**config.mk**
```make
export PLATFORM = sky130hd
export DESIGN_NAME = sram_port_arbiter_flat
export DESIGN_NICKNAME = d
export VERILOG_FILES = /design/src/rtl/sram_arb_pkg.sv /design/src/rtl/sram_port_arbiter_if.sv /design/src/rtl/rr_picker.sv /design/src/rtl/sram_port_arbiter.sv /design/src/flat_wrapper.sv
export SDC_FILE = /design/constraint.sdc
export NUM_CORES = 1
export LEC_CHECK = 0
export ABC_AREA = 1
export ABC_CLOCK_PERIOD_IN_PS = 1500
export CAP_MARGIN = 20
export CORE_ASPECT_RATIO = 0.8
export CORE_MARGIN = 8
export CORE_UTILIZATION = 33
export DETAILED_ROUTE_END_ITERATION = 10
export PLACE_DENSITY = 0.78
export SETUP_SLACK_MARGIN = 0.2
export SYNTH_ARGS = -nofsm -noshare
export SYNTH_HDL_FRONTEND = slang
export SYNTH_HIERARCHICAL = 1
export SYNTH_SLANG_ARGS = --single-unit
export TNS_END_PERCENT = 30
```
**constraint.sdc**
```tcl
create_clock -name clk -period 1.5 [get_ports clk]
set_input_delay 0.225 -clock clk [delete_from_list [all_inputs] [get_ports clk]]
set_output_delay 0.225 -clock clk [all_outputs]
set_load 0.01 [all_outputs]
```
**src/rtl/sram_arb_pkg.sv**
```systemverilog
// Shared types and constants for the SRAM port arbiter.
// Owner indices, request masks, FSM states and the read-return tag.
package sram_arb_pkg;

  localparam int unsigned NUM_REQ        = 3;
  localparam int unsigned OWNER_W        = 2;
  localparam int unsigned REQ_LOADER     = 0;
  localparam int unsigned REQ_ESTIMATOR  = 1;
  localparam int unsigned REQ_SERIALIZER = 2;

  typedef logic [OWNER_W-1:0] owner_t;
  typedef logic [NUM_REQ-1:0] req_mask_t;

  typedef enum logic {
    IDLE  = 1'b0,
    OWNED = 1'b1
  } arb_state_t;

  // One entry of the read-return pipeline.
  typedef struct packed {
    logic   valid;
    owner_t owner;
  } rtag_t;

  function automatic owner_t onehot_to_owner(input req_mask_t oh);
    owner_t idx;
    idx = '0;
    for (int unsigned i = 0; i < NUM_REQ; i++) begin
      if (oh[i]) idx = owner_t'(i);
    end
    return idx;
  endfunction

  // Successor of an owner index, modulo NUM_REQ.
  function automatic owner_t next_owner(input owner_t o);
    return (o >= owner_t'(NUM_REQ - 1)) ? '0 : o + owner_t'(1);
  endfunction

endpackage

```
**src/rtl/sram_port_arbiter_if.sv**
```systemverilog
// Requester-side and SRAM-side signals of one arbitrated SRAM port.
// Requester slot i occupies bits [i*W +: W] of the packed addr/wdata vectors.
interface sram_port_arbiter_if #(
  parameter int unsigned DATA_WIDTH = 16,
  parameter int unsigned ADDR_WIDTH = 12
);
  import sram_arb_pkg::*;

  logic [NUM_REQ-1:0]            req;
  logic [NUM_REQ-1:0]            we;
  logic [NUM_REQ*ADDR_WIDTH-1:0] addr;
  logic [NUM_REQ*DATA_WIDTH-1:0] wdata;
  logic [NUM_REQ-1:0]            gnt;
  logic [NUM_REQ-1:0]            rvalid;
  logic [DATA_WIDTH-1:0]         rdata;

  logic                          sram_cs;
  logic                          sram_we;
  logic [ADDR_WIDTH-1:0]         sram_addr;
  logic [DATA_WIDTH-1:0]         sram_wdata;
  logic [DATA_WIDTH-1:0]         sram_rdata;

  // Requesters plus the SRAM macro as seen from outside the arbiter.
  modport master (
    output req, we, addr, wdata, sram_rdata,
    input  gnt, rvalid, rdata, sram_cs, sram_we, sram_addr, sram_wdata
  );

  modport slave (
    input  req, we, addr, wdata, sram_rdata,
    output gnt, rvalid, rdata, sram_cs, sram_we, sram_addr, sram_wdata
  );

endinterface

```
**src/rtl/rr_picker.sv**
```systemverilog
// Combinational round-robin picker: first eligible request searching
// upward from last_owner+1 modulo NUM_REQ.
module rr_picker
  import sram_arb_pkg::*;
(
  input  req_mask_t req,
  input  owner_t    last_owner,
  input  req_mask_t exclude,
  output req_mask_t pick,
  output logic      valid
);

  req_mask_t cand;
  owner_t    idx;

  always_comb begin
    cand = req & ~exclude;
    pick = '0;
    idx  = last_owner;
    for (int unsigned k = 0; k < NUM_REQ; k++) begin
      idx = next_owner(idx);
      if ((pick == '0) && cand[idx]) pick[idx] = 1'b1;
    end
    valid = |cand;
  end

endmodule

```
**src/rtl/sram_port_arbiter.sv**
```systemverilog
// Three-way round-robin arbiter for a single-port SRAM with burst lock,
// optional burst cap, and tagged read return to the issuing requester.
module sram_port_arbiter
  import sram_arb_pkg::*;
#(
  parameter int unsigned DATA_WIDTH   = 16,
  parameter int unsigned ADDR_WIDTH   = 12,
  parameter int unsigned READ_LATENCY = 1,
  parameter int unsigned MAX_BURST    = 256
) (
  input logic               clk,
  input logic               rst_n,
  sram_port_arbiter_if.slave bus
);

  localparam int unsigned CNT_W = (MAX_BURST < 2) ? 1 : $clog2(MAX_BURST + 1);

  arb_state_t        state_q, state_d;
  req_mask_t         gnt_q, gnt_d;
  owner_t            owner_q, owner_d;
  owner_t            last_q, last_d;
  logic [CNT_W-1:0]  cnt_q, cnt_d;

  req_mask_t         pick;
  logic              pick_vld;
  logic              contended;
  logic              cap_hit;

  logic              access;
  logic              we_c;

  rtag_t             pipe_q [READ_LATENCY];
  rtag_t             tag_in;
  req_mask_t         rvalid_q, rvalid_d;
  logic [DATA_WIDTH-1:0] rdata_q;

  // The current owner is excluded so a release or a cap revocation moves on.
  rr_picker u_picker (
    .req        (bus.req),
    .last_owner (last_q),
    .exclude    (gnt_q),
    .pick       (pick),
    .valid      (pick_vld)
  );

  always_ff @(posedge clk or negedge rst_n) begin
    if (!rst_n) begin
      state_q <= IDLE;
      gnt_q   <= '0;
      owner_q <= '0;
      last_q  <= owner_t'(REQ_SERIALIZER);
      cnt_q   <= '0;
    end else begin
      state_q <= state_d;
      gnt_q   <= gnt_d;
      owner_q <= owner_d;
      last_q  <= last_d;
      cnt_q   <= cnt_d;
    end
  end

  always_comb begin
    state_d   = state_q;
    gnt_d     = gnt_q;
    owner_d   = owner_q;
    last_d    = last_q;
    cnt_d     = cnt_q;
    contended = |(bus.req & ~gnt_q);
    cap_hit   = (MAX_BURST != 0) && contended &&
                (cnt_q == CNT_W'(MAX_BURST - 1));

    unique case (state_q)
      IDLE: begin
        if (pick_vld) begin
          state_d = OWNED;
          gnt_d   = pick;
          owner_d = onehot_to_owner(pick);
          last_d  = onehot_to_owner(pick);
          cnt_d   = '0;
        end
      end
      OWNED: begin
        if (bus.req[owner_q] && !cap_hit) begin
          if (contended && (MAX_BURST != 0)) cnt_d = cnt_q + CNT_W'(1);
        end else if (pick_vld) begin
          // Handover in the same edge, no idle bubble.
          gnt_d   = pick;
          owner_d = onehot_to_owner(pick);
          last_d  = onehot_to_owner(pick);
          cnt_d   = '0;
        end else begin
          state_d = IDLE;
          gnt_d   = '0;
          cnt_d   = '0;
        end
      end
      default: begin
        state_d = IDLE;
        gnt_d   = '0;
        cnt_d   = '0;
      end
    endcase
  end

  // SRAM port mux; address and data are zeroed when no access is taking place.
  always_comb begin
    access = |(gnt_q & bus.req);
    we_c   = access & bus.we[owner_q];
  end

  assign bus.sram_cs    = access;
  assign bus.sram_we    = we_c;
  assign bus.sram_addr  = access ? bus.addr[32'(owner_q) * ADDR_WIDTH +: ADDR_WIDTH]
                                 : '0;
  assign bus.sram_wdata = access ? bus.wdata[32'(owner_q) * DATA_WIDTH +: DATA_WIDTH]
                                 : '0;

  always_comb begin
    tag_in       = '0;
    tag_in.valid = access & ~we_c;
    tag_in.owner = owner_q;
    rvalid_d     = '0;
    if (pipe_q[READ_LATENCY-1].valid) rvalid_d[pipe_q[READ_LATENCY-1].owner] = 1'b1;
  end

  // Read tags ride alongside the SRAM latency; rvalid_q is the final stage.
  always_ff @(posedge clk or negedge rst_n) begin
    if (!rst_n) begin
      for (int unsigned i = 0; i < READ_LATENCY; i++) pipe_q[i] <= '0;
      rvalid_q <= '0;
      rdata_q  <= '0;
    end else begin
      pipe_q[0] <= tag_in;
      for (int unsigned i = 1; i < READ_LATENCY; i++) pipe_q[i] <= pipe_q[i-1];
      rvalid_q <= rvalid_d;
      rdata_q  <= bus.sram_rdata;
    end
  end

  assign bus.gnt    = gnt_q;
  assign bus.rvalid = rvalid_q;
  assign bus.rdata  = rdata_q;

endmodule

```
**src/flat_wrapper.sv**
```systemverilog
// flat-port wrapper written by rule: the top's interface ports become plain ports
module sram_port_arbiter_flat import sram_arb_pkg::*;
#(
  parameter int unsigned DATA_WIDTH   = 16,
  parameter int unsigned ADDR_WIDTH   = 12,
  parameter int unsigned READ_LATENCY = 1,
  parameter int unsigned MAX_BURST    = 256
)
  (clk, rst_n, bus_req, bus_we, bus_addr, bus_wdata, bus_sram_rdata, bus_gnt, bus_rvalid, bus_rdata, bus_sram_cs, bus_sram_we, bus_sram_addr, bus_sram_wdata);
  sram_port_arbiter_if #(.DATA_WIDTH(DATA_WIDTH), .ADDR_WIDTH(ADDR_WIDTH)) bus_i ();
  input logic clk;
  input logic rst_n;
  input wire logic [$bits(bus_i.req)-1:0] bus_req;
  input wire logic [$bits(bus_i.we)-1:0] bus_we;
  input wire logic [$bits(bus_i.addr)-1:0] bus_addr;
  input wire logic [$bits(bus_i.wdata)-1:0] bus_wdata;
  input wire logic [$bits(bus_i.sram_rdata)-1:0] bus_sram_rdata;
  output wire logic [$bits(bus_i.gnt)-1:0] bus_gnt;
  output wire logic [$bits(bus_i.rvalid)-1:0] bus_rvalid;
  output wire logic [$bits(bus_i.rdata)-1:0] bus_rdata;
  output wire logic [$bits(bus_i.sram_cs)-1:0] bus_sram_cs;
  output wire logic [$bits(bus_i.sram_we)-1:0] bus_sram_we;
  output wire logic [$bits(bus_i.sram_addr)-1:0] bus_sram_addr;
  output wire logic [$bits(bus_i.sram_wdata)-1:0] bus_sram_wdata;
  assign bus_i.req = bus_req;
  assign bus_i.we = bus_we;
  assign bus_i.addr = bus_addr;
  assign bus_i.wdata = bus_wdata;
  assign bus_i.sram_rdata = bus_sram_rdata;
  assign bus_gnt = bus_i.gnt;
  assign bus_rvalid = bus_i.rvalid;
  assign bus_rdata = bus_i.rdata;
  assign bus_sram_cs = bus_i.sram_cs;
  assign bus_sram_we = bus_i.sram_we;
  assign bus_sram_addr = bus_i.sram_addr;
  assign bus_sram_wdata = bus_i.sram_wdata;
  sram_port_arbiter #(.DATA_WIDTH(DATA_WIDTH), .ADDR_WIDTH(ADDR_WIDTH), .READ_LATENCY(READ_LATENCY), .MAX_BURST(MAX_BURST)) u_core (.clk(clk), .rst_n(rst_n), .bus(bus_i));
endmodule
```
* Word level (Yosys, flattened, before mapping) *
Cells that the tools add are included.

storage, ports and cells
  bits in registers = 39
  input port bits = 108
  output and inout bits = 52
  logic and storage cells = 102

cells by class
  add/sub/neg operators = 4
  multipliers = 1
  order comparisons = 12
  eq/ne operators = 4
  shift operators = 2
  muxes and demuxes = 46
  bitwise operators = 9
  reductions and logical operators = 15

operators by type and width
  kind                 number
  $shiftx 48x7->16     1
  $shiftx 36x7->12     1
  $mux 9               3
  $mux 3               7
  $pmux 9 s2           1
  $mux 16              1
  $mux 2               8
  $lt 2x3->1 const B   5
  $mux 1               12
  $mux 12              1
  $bmux 1 s2           5
  $add 9x1->9 const B  1
  $eq 9x8->1 const B   1
  $demux 1 s2          4
  $ge 2x1->1 const B   4
  $logic_and 1x1->1    8
  $pmux 2 s2           2
  $add 2x1->2 const B  3
  $and 3x3->3          2
  $ge 2x2->1 const B   3
  $logic_not 3->1      2
  $or 3x3->3           2
  $pmux 3 s2           1
  $reduce_or 3->1      2
  other kinds (10)     13

* Longest topological paths before layout *
  depth after elaboration = 18
  gate-level depth with buffers = 14
  gate-level depth less buffers = 14

* Modules after synthesis *
Netlist, hierarchy kept.

by module, submodules not included
  module             instances  cells each  area each (µm²)
  sram_port_arbiter  1          321         2207.1
  rr_picker          1          42          207.7

* Worst setup path after synthesis *
No wires, ideal clock.

  path kind = reg-to-reg
  start point = reg u_core.cnt_q[0]
  end point = reg u_core.gnt_q[2], in the netlist u_core/bus.gnt[2]
  setup time = 0.120 ns
  arrival time = 1.508 ns
  required time = 1.380 ns
  slack = -0.127 ns
  stages on the path, launching flop included = 12
  clock period less this slack = 1.627 ns
  path through = dfrtp_1 ha_1 nand2_1 nor2_1 nand3_1 nor2_1 ha_1 nor2_1 o21ai_2 nand2_1 nand2_1 nand2_1

between the ends
  cells in the longest elaborated chain, start to end = 6

RTL lines
  element                            line                     RTL
  from (decl)                        sram_port_arbiter.sv:22  logic [CNT_W-1:0] cnt_q, cnt_d;
  from (signal assigned)             sram_port_arbiter.sv:58  cnt_q <= cnt_d;
  $eq 9x8->1                         sram_port_arbiter.sv:70  (cnt_q == CNT_W'(MAX_BURST - 1));
  $logic_and 1x1->1                  sram_port_arbiter.sv:69  cap_hit = (MAX_BURST != 0) && contended &&
  $logic_not 1->1                    sram_port_arbiter.sv:83  if (bus.req[owner_q] && !cap_hit) begin
  $logic_and 1x1->1                  sram_port_arbiter.sv:83
  $ne 2x2->1 (no source line)        n/a
  $reduce_and 2->1 (no source line)  n/a
  to (signal assigned)               sram_port_arbiter.sv:55  gnt_q <= gnt_d;
  to (decl)                          sram_port_arbiter.sv:19  req_mask_t gnt_q, gnt_d;

No other way between the ends.
A chain may end at the register's enable or synchronous reset.

==> flow_summary.toml <==
[global_route]
grt_pass1_vias = 3238
grt_usage = 0.196
antenna_found_initial = 0
grt_overflow = 0
grt_pass1_wl_um = 16600
grt_max_degree = 31

[status]
violations = "setup timing"
outcome = "finished with violations"

[cts]
cts_buffers = 5
clk_latency_ps = 290
cts_buffer_depth = 2
cts_sinks = 38
cts_tree = "built"
h-tree-depth = 2
root_buffer = "clkbuf_8"
path_clk_slew_ps = 70

[power_and_ir_drop]
p_leak_nw = 2.45
powerDensity_mw_per_mm2 = 1530
max-vdd-ir-drop_uv = 1190

[timing]
period_share = 1.24
max_freq_mhz = 538
slew_headroom = 0.678
skew_ps = 4.97
final_max_slew_viol_count = 0
hold-worst-slack_ps = 364
setup_viol = 46
grt_setup_unrepaired = "yes"
final.setup.worst_slack_ps = -359
hold_viol = 0
tightest_slew_ps = 482
min_period_ps = 1860

[setup_path]
crit_path_end_kind = "output pin"
critPathLaunchType = "register"
r2r_cells = 10
required_ps = 1270
path_class = "reg2out"
crit_fanout = 14
arrival_ps = 1630

[yosys]
synth_seq_cells = 38
yosysSeqAreaShare = 0.394
synth_top_area_cell = "dfrtp_1"
syn_area_per_cell_um2 = 6.65
syn-cell-area_mm2 = 0.00241
synthTopCellsByArea = "dfrtp_1 38%, nand2_1 15%, nor2_1 11%"
syn_nets = 473
synth_cell_type_count = 30
yosysTopAreaCellShare = 0.383
yosysWarnings = 6
syn_inst = 363

[detailed_routing]
wl_um = 11700
vias = 3328
drc = 0
first_pass_iters = 5
wl_per_cell_um = 17.3
ant_nets = 0
detail_route.iter0.violations = 182
vias_per_cell = 4.94

[die]
die_width_um = 112
rows = 28
core_area_mm2 = 0.00725
die_h_um = 92.5
io-pin-count = 160
initial_core_util = 0.333
die-area_mm2 = 0.0103

[placement]
dpl.hpwl_um = 7960
port_buffers = 159
place_inst = 640
place.gp.congestion = 0.907

[cells_and_area]
finalNonFillerCells = 674
fill_cells = 535
insertedDiodeCount = 0
syn_to_final_growth_pct = 109
drive_above_1_share = 0.336
layout.nets = 693

[flow_run]
drv_cap = 0

[min_path]
hold_depth = 1
hp-class = "in2reg"
==> path summary, 6_finish.rpt <==
path	start	to	slack [ps]
min	bus_sram_rdata[1]	u_core/bus.rdata[1]	360
max reg2reg	u_core/last_q[1]	u_core/bus.gnt[0]	-360
max in group asynchronous	rst_n	u_core/bus.rdata[9]	550
max	u_core/last_q[0]	bus_sram_addr[1]	-360
min in group asynchronous	rst_n	u_core/bus.rdata[5]	430
min reg2reg	u_core/pipe_q[1]	u_core/bus.rvalid[1]	450
==> cell usage in the layout, fill, tap and decap left out, types with 9 or more instances in the layout <==
| cell | netlist | final |
|---|---|---|
| a21oi_1 | 29 | 23 |
| buf_2 | 7 | 31 |
| buf_4 | 0 | 44 |
| buf_6 | 0 | 12 |
| clkdlybuf4s50_1 | 0 | 106 |
| dfrtp_1 | 37 | 36 |
| dlygate4sd2_1 | 0 | 19 |
| inv_1 | 28 | 25 |
| nand2_1 | 97 | 80 |
| nand2_2 | 7 | 20 |
| nand3_1 | 20 | 13 |
| nor2_1 | 73 | 60 |
| nor2_2 | 3 | 9 |
| o21ai_1 | 10 | 13 |
| o21ai_2 | 1 | 14 |
==> routing by layer <==
metal / wire length [um] / global-route usage / vias to the layer above / part of all wire
met5: 0 / 0 / - / 0
met4: 308 / 0.0579 / 0 / 0.026
met3: 623 / 0.0371 / 26 / 0.053
met2: 6060 / 0.354 / 140 / 0.52
met1: 4700 / 0.233 / 1568 / 0.40
li1: - / - / 1594 / -
==> through the flow <==
step                      utilization  power, mW  setup TNS [ps]  cell area [um^2]  setup slack [ps]
after floorplan                     -       3.34           -1490              2410             -86.7
after global placement          0.607       5.24          -19770              4400              -489
after detailed placement        0.607       5.36          -22330              4400              -579
after CTS                       0.652       6.87           -9900              4730              -269
after global routing            0.696       8.19          -16940              5050              -470
final                           0.696       7.73          -13290              5050              -359
==> Yosys cell counts (all sizes together) <==
cell    number
clkbuf       6
and2         1
buf          9
dfrtp       37
o22ai        1
nor3         1
inv         30
xor2         3
o211ai       2
nor3b        1
nand2      105
or2          2
nand3       23
ha           2
o21ai       31
a21boi       1
dfstp        1
a21oi       30
nor2        77
==> power by group <==
part / switching, mW / total (mW) / internal (mW)
sequential: 0.164 / 1.37 / 1.20
combinational: 2.79 / 5.30 / 2.51
clock: 0.354 / 1.06 / 0.709
==> logic make-up (layout without fill, tap and decap cells) <==
kind of cell,Yosys count,after routing,share of synthesized area
AOI/OAI and AO/OA,65,65,0.145
xor gates and xnor gates,3,3,0.0109
adders and majority gates,2,2,0.0104
buffers and inverters,45,265,0.0736
DFF,38,38,0.394
and+or+nand+nor,210,211,0.366
==> registers in the layout, indices dropped and copies added (netlist names) <==
name               cells
u_core/bus.rvalid      3
u_core/cnt_q           9
u_core/last_q          2
u_core/pipe_q          3
u_core/state_q         1
u_core/bus.rdata      16
u_core/bus.gnt         3
u_core/owner_q         1
==> layout make-up <==
class	instances	area (um^2)	area share
Tap cell	90	113	0.0223
Inverter	30	125	0.0248
Timing Repair Buffer	227	2130	0.422
Clock buffer	6	82.6	0.0164
Clock inverter	2	60.1	0.0119
Multi-Input combinational cell	281	1580	0.313
Sequential cell	38	953	0.189
==> worst max-delay path: stages (launching register included) <==
cell and delay, ps:
dfrtp_2 460, buf_6 140, buf_8 140, nor2_1 60, nor2_1 140, o21ai_2 100, a21oi_2 140, buf_2 140
==> timing repair <==
| action | CTS | global route |
|---|---|---|
| setup endpoints to repair | 68 | 50 |
| setup buffers | 9 | 10 |
| gates resized for setup | 212 | 64 |
| gates cloned | 3 | 3 |
| pin swaps | 39 | 55 |
| hold endpoints to repair | 18 | 0 |
| hold buffers | 1 | 0 |
Power figures use the tool's default switching activity.
